[config.mk]
export PLATFORM = sky130hd
export DESIGN_NAME = halt_ctrl_flat
export DESIGN_NICKNAME = d
export VERILOG_FILES = /design/src/rtl/halt_ctrl_if.sv /design/src/rtl/halt_ctrl.sv /design/src/flat_wrapper.sv
export SDC_FILE = /design/constraint.sdc
export NUM_CORES = 1
export LEC_CHECK = 0
export CORE_ASPECT_RATIO = 0.8
export CORE_UTILIZATION = 48
export DETAILED_ROUTE_END_ITERATION = 7
export HOLD_SLACK_MARGIN = 0.08
export PLACE_DENSITY = 0.8
export SKIP_LAST_GASP = 1
export SLEW_MARGIN = 10
export SYNTH_ARGS = -nofsm -noshare
export SYNTH_HDL_FRONTEND = slang
export SYNTH_SLANG_ARGS = --single-unit
[constraint.sdc]
create_clock -name clock -period 10.8 [get_ports clock]
set_input_delay 2.16 -clock clock [delete_from_list [all_inputs] [get_ports clock]]
set_output_delay 2.16 -clock clock [all_outputs]
set_load 0.05 [all_outputs]
[src/rtl/halt_ctrl_if.sv]
// Commit-side and trap-report signals between the core, halt_ctrl and the exit reporter.
interface halt_ctrl_if;
   logic        commit_valid;
   logic [63:0] commit_pc;
   logic [31:0] commit_inst;
   logic        commit_is_ebreak;
   logic [63:0] a0_value;
   logic        mem_busy;
   logic        halt_req;
   logic        exit;
   logic [63:0] exit_pc;
   logic [31:0] exit_inst;
   logic [63:0] exit_code;
   logic        timeout;

   modport master (
      output commit_valid, commit_pc, commit_inst, commit_is_ebreak, a0_value, mem_busy,
      input  halt_req, exit, exit_pc, exit_inst, exit_code, timeout
   );

   modport slave (
      input  commit_valid, commit_pc, commit_inst, commit_is_ebreak, a0_value, mem_busy,
      output halt_req, exit, exit_pc, exit_inst, exit_code, timeout
   );
endinterface

[src/rtl/halt_ctrl.sv]
// Simulation-termination sequencer: ebreak -> drain memory writes -> one-cycle exit report,
// plus a commit watchdog that forces a bad-trap exit when retirement stalls.
module halt_ctrl #(
   parameter int unsigned WDT_CYCLES   = 65536,
   parameter int unsigned DRAIN_MAX    = 256,
   parameter logic [63:0] TIMEOUT_CODE = 64'hDEAD
) (
   input logic        clock,
   input logic        reset,
   halt_ctrl_if.slave bus
);

   localparam int unsigned WdtW   = $clog2(WDT_CYCLES) + 1;
   localparam int unsigned DrainW = $clog2(DRAIN_MAX) + 1;
   localparam logic [WdtW-1:0]   WdtLast   = WdtW'(WDT_CYCLES - 1);
   localparam logic [DrainW-1:0] DrainLast = DrainW'(DRAIN_MAX - 1);

   typedef enum logic [1:0] {StRun, StDrain, StReport, StHalted} state_e;

   state_e              state_q, state_d;
   logic [WdtW-1:0]     wdt_q, wdt_d;
   logic [DrainW-1:0]   drain_q, drain_d;
   logic [63:0]         last_pc_q, last_pc_d;
   logic [63:0]         exit_pc_q, exit_pc_d;
   logic [31:0]         exit_inst_q, exit_inst_d;
   logic [63:0]         exit_code_q, exit_code_d;
   logic                timeout_q, timeout_d;

   always_comb begin
      state_d     = state_q;
      wdt_d       = wdt_q;
      drain_d     = drain_q;
      last_pc_d   = last_pc_q;
      exit_pc_d   = exit_pc_q;
      exit_inst_d = exit_inst_q;
      exit_code_d = exit_code_q;
      timeout_d   = timeout_q;

      unique case (state_q)
         StRun: begin
            drain_d = '0;
            if (bus.commit_valid) begin
               wdt_d     = '0;
               last_pc_d = bus.commit_pc;
            end else if (wdt_q != '1) begin
               wdt_d = wdt_q + 1'b1;
            end
            // A commit clears the watchdog, so an ebreak always beats a same-cycle expiry.
            if (bus.commit_valid && bus.commit_is_ebreak) begin
               exit_pc_d   = bus.commit_pc;
               exit_inst_d = bus.commit_inst;
               exit_code_d = bus.a0_value;
               state_d     = StDrain;
            end else if (!bus.commit_valid && wdt_q >= WdtLast) begin
               exit_pc_d   = last_pc_q;
               exit_inst_d = '0;
               exit_code_d = TIMEOUT_CODE;
               timeout_d   = 1'b1;
               state_d     = StReport;
            end
         end
         StDrain: begin
            drain_d = drain_q + 1'b1;
            if (!bus.mem_busy) begin
               state_d = StReport;
            end else if (drain_q >= DrainLast) begin
               exit_code_d = TIMEOUT_CODE;
               timeout_d   = 1'b1;
               state_d     = StReport;
            end
         end
         StReport: state_d = StHalted;
         StHalted: state_d = StHalted;
         default:  state_d = StRun;
      endcase
   end

   always_ff @(posedge clock or posedge reset) begin
      if (reset) begin
         state_q     <= StRun;
         wdt_q       <= '0;
         drain_q     <= '0;
         last_pc_q   <= '0;
         exit_pc_q   <= '0;
         exit_inst_q <= '0;
         exit_code_q <= '0;
         timeout_q   <= 1'b0;
      end else begin
         state_q     <= state_d;
         wdt_q       <= wdt_d;
         drain_q     <= drain_d;
         last_pc_q   <= last_pc_d;
         exit_pc_q   <= exit_pc_d;
         exit_inst_q <= exit_inst_d;
         exit_code_q <= exit_code_d;
         timeout_q   <= timeout_d;
      end
   end

   // Decoded from the registered state, so halt_req rises the cycle after the ebreak commit.
   assign bus.halt_req  = (state_q != StRun);
   assign bus.exit      = (state_q == StReport);
   assign bus.exit_pc   = exit_pc_q;
   assign bus.exit_inst = exit_inst_q;
   assign bus.exit_code = exit_code_q;
   assign bus.timeout   = timeout_q;

endmodule

[src/flat_wrapper.sv]
// flat-port wrapper written by rule: the top's interface ports become plain ports
module halt_ctrl_flat 
#(
   parameter int unsigned WDT_CYCLES   = 65536,
   parameter int unsigned DRAIN_MAX    = 256,
   parameter logic [63:0] TIMEOUT_CODE = 64'hDEAD
)
  (clock, reset, bus_commit_valid, bus_commit_pc, bus_commit_inst, bus_commit_is_ebreak, bus_a0_value, bus_mem_busy, bus_halt_req, bus_exit, bus_exit_pc, bus_exit_inst, bus_exit_code, bus_timeout);
  halt_ctrl_if bus_i ();
  input logic clock;
  input logic reset;
  input wire logic [$bits(bus_i.commit_valid)-1:0] bus_commit_valid;
  input wire logic [$bits(bus_i.commit_pc)-1:0] bus_commit_pc;
  input wire logic [$bits(bus_i.commit_inst)-1:0] bus_commit_inst;
  input wire logic [$bits(bus_i.commit_is_ebreak)-1:0] bus_commit_is_ebreak;
  input wire logic [$bits(bus_i.a0_value)-1:0] bus_a0_value;
  input wire logic [$bits(bus_i.mem_busy)-1:0] bus_mem_busy;
  output wire logic [$bits(bus_i.halt_req)-1:0] bus_halt_req;
  output wire logic [$bits(bus_i.exit)-1:0] bus_exit;
  output wire logic [$bits(bus_i.exit_pc)-1:0] bus_exit_pc;
  output wire logic [$bits(bus_i.exit_inst)-1:0] bus_exit_inst;
  output wire logic [$bits(bus_i.exit_code)-1:0] bus_exit_code;
  output wire logic [$bits(bus_i.timeout)-1:0] bus_timeout;
  assign bus_i.commit_valid = bus_commit_valid;
  assign bus_i.commit_pc = bus_commit_pc;
  assign bus_i.commit_inst = bus_commit_inst;
  assign bus_i.commit_is_ebreak = bus_commit_is_ebreak;
  assign bus_i.a0_value = bus_a0_value;
  assign bus_i.mem_busy = bus_mem_busy;
  assign bus_halt_req = bus_i.halt_req;
  assign bus_exit = bus_i.exit;
  assign bus_exit_pc = bus_i.exit_pc;
  assign bus_exit_inst = bus_i.exit_inst;
  assign bus_exit_code = bus_i.exit_code;
  assign bus_timeout = bus_i.timeout;
  halt_ctrl #(.WDT_CYCLES(WDT_CYCLES), .DRAIN_MAX(DRAIN_MAX), .TIMEOUT_CODE(TIMEOUT_CODE)) u_core (.clock(clock), .reset(reset), .bus(bus_i));
endmodule
==> qor.csv <==
metric,value,unit
status,"complete, no violations",
first-pass GRT wire length,50500,um
"Seq/Total Area, Yosys",54.9,%
PostCTS Resize Cnt,0,
RSZ-0062 raised after global routing,false,
Via-to-Cell Ratio,5.58,
multi-input logic area,0.00481,mm^2
vias post-DR,9581,
critical register-to-register path startpoint,u_core.wdt_q[7],
initial drt markers,708,
maxcap violations,0,
number of fill cells,1772,
Setup Skew,9.20,ps
CP required,11230,ps
Synth area leaders,"dfrtp_1 (55%), nand2_1 (8.8%), a41oi_2 (7.1%)",
min-delay worst type,reg -> reg,
num ports,328,
Crit. End Element,flop,
initial antenna violation count,0,
ys async rst share,100,%
period utilisation layout,48.5,%
vias in the first global route,9691,
number of CTS-inserted buffers,26,
final-report setup violation count,0,
Post-CTS Setup Inserts,0,
crit-path max FO,95,
Leakage,7.08,nW
HP Start,u_core.last_pc_q[1],
buffers added on ports,327,
Worst-Skew Late Latency,520,ps
CTS tree,yes,
clk sinks,253,
clock slew seen by the registers of the worst setup and hold paths,60,ps
Rows,50,
critical path class,in -> reg,
WP data arrival,5680,ps
area grow syn2layout,37.1,%
initial core utilization,49.1,%
largest buffer count on any clock path,3,
highest clock rate,191,MHz
minimum clock period,5240,ps
DP Worst Slack,5050,ps
post-synthesis instance total,1111,
critical-path cell list,clkdlybuf4s50_1 > nand2_4 > buf_4 > nor2_4 > buf_4 > a21oi_1 > a41oi_2,
Final HPWL DP,19500,um
"Distinct cells, synth",44,
DR pass1 iterations,5,
sequential cell area,0.00633,mm^2
CP Launch Type,input pin,
fraction of layout cells with a size suffix above 1,8.55,%
hold-fix buffers at CTS,0,
final slew viol count,0,
Post-synth top flop,dfrtp_1,
H-tree depth,1,
FF-to-FF End,u_core.bus.exit_pc[51],
Pwr Density,184,mW/mm^2
total grt overflow,0,
drc violations,0,
final hold violations,0,
most frequent cells in the layout,"clkdlybuf4s50_1 (327), nand2_1 (267), dfrtp_1 (253)",
"Top cell by count, worst path",buf_4,
maximum number of pins on one net before global-route repair,108,
TNS Setup,0,ps
Mean Syn Cell Area,10.4,um^2
Post-synth EDFFs,0,
Mapped Nets,1281,
reg2reg path depth,10,
#FFs+latches synth,253,
Core Area,0.0235,mm^2
measured slew at the worst slew-check pin,1190,ps
biggest area consumer among synthesized cells,dfrtp_1,
Worst VDD drop,0.121,mV
Pwr Total,2.91,mW
"commonest non-fill, non-tap cell in the layout",clkdlybuf4s50_1,
Total GRT Usage,25.3,%
Die Y,141,um
WHS,473,ps
register-to-register setup slack,6960,ps
Root Buffer,clkbuf_16,
nets,1559,
hold path cells,2,
"Cell Area, Synth",0.0115,mm^2
Hold EP,u_core.last_pc_q[1],
gpl congestion,0.833,
Die ar.,0.0246,mm^2
CP max stage cell,nor2_4,
CP max stage delay,900,ps
Die X,175,um
share of the synthesized area in the top cell type,54.9,%
fin util,67.4,%
final worst slack,5560,ps
Max transition margin,20.5,%
Routed WL,31100,um
Synth Warn #,0,
Wirelength per Cell,18.2,um
Antenna Nets Post-Route,0,
n_diodes,0,
[Yosys cell counts (3+ instances only)]
cell,n
inv_1,7
buf_1,13
o21ai_0,36
buf_2,18
nor3_1,11
a31o_2,3
xnor2_1,4
nor2_1,83
nand4_1,8
a21oi_1,64
nor4_1,5
mux2i_1,65
or3_1,8
a41oi_1,3
o211ai_1,11
a22oi_1,65
clkbuf_1,52
ha_1,5
buf_6,6
a41oi_2,50
dfrtp_1,253
nor2b_1,4
nand3_1,9
a22o_1,34
nand2_1,269
[state kept, by name, indices dropped and copies added (netlist names)]
| register | count |
|---|---|
| u_core.state_q | 2 |
| u_core.drain_q | 9 |
| u_core.bus.exit_inst | 32 |
| u_core.bus.exit_pc | 64 |
| u_core.bus.exit_code | 64 |
| u_core.wdt_q | 17 |
| u_core.last_pc_q | 64 |
| u_core.bus.timeout | 1 |
[routing by layer]
| metal | wire length, um | vias up | part of all wire, % | track usage [%] |
|---|---|---|---|---|
| li1 | - | 4496 | - | - |
| met1 | 13200 | 4695 | 42 | 34.2 |
| met2 | 15100 | 317 | 48 | 41.3 |
| met3 | 1770 | 73 | 5.7 | 4.31 |
| met4 | 1110 | 0 | 3.6 | 9.20 |
| met5 | 0 | - | 0 | 0 |
[report_power, final]
part	total [mW]	switching, mW	internal (mW)
Sequential	1.16	0.0847	1.08
Combinational	0.835	0.525	0.309
Clock	0.909	0.361	0.549
[metrics by stage]
| stage | cells | instance area, um^2 |
|---|---|---|
| 4_1_cts | 1716 | 15800 |
| 5_1_grt | 1716 | 15800 |
| 3_5_place_dp | 1673 | 14900 |
| 2_1_floorplan | 1111 | 11500 |
| 6_report | 1716 | 15800 |
| 3_3_place_gp | 1673 | 14900 |
[kinds of logic after synthesis]
group	share of synthesized area (%)
AND/OR/NAND/NOR	14.4
flip-flops	54.9
buffers and inverters	3.81
adder cells (fa/ha/maj)	0.543
multiplexers	5.74
AO/OA/AOI/OAI	20.1
XOR/XNOR	0.456
[critical path, delay by kind of cell]
| kind | cells | cell delay [ps] |
|---|---|---|
| and+or+nand+nor | 2 | 960 |
| AOI/OAI and AO/OA | 2 | 460 |
| buffers and inverters | 3 | 2000 |
[worst max-delay path by stage]
stage	depth (start not counted)	start	end	slack (ps)
global placement	7	bus_commit_valid	u_core.bus.exit_code[60]	5150
detailed placement	7	bus_commit_valid	u_core.bus.exit_code[25]	5050
finish	7	bus_commit_valid	u_core.bus.exit_code[40]	5560
floorplan	1	reset	u_core.bus.exit_code[0]	1680
global route	7	bus_commit_valid	u_core.bus.exit_code[40]	5300
CTS	7	bus_commit_valid	u_core.bus.exit_code[40]	5580
[cell type report]
cell class,count,area share (%)
well taps,312,2.47
flip-flops and latches,253,40.1
inverters,8,0.237
clock inverters,3,0.435
clock buffers,40,5.03
multi-input cells,760,30.5
repair buffers,340,21.3
Power figures use the tool's default switching activity.
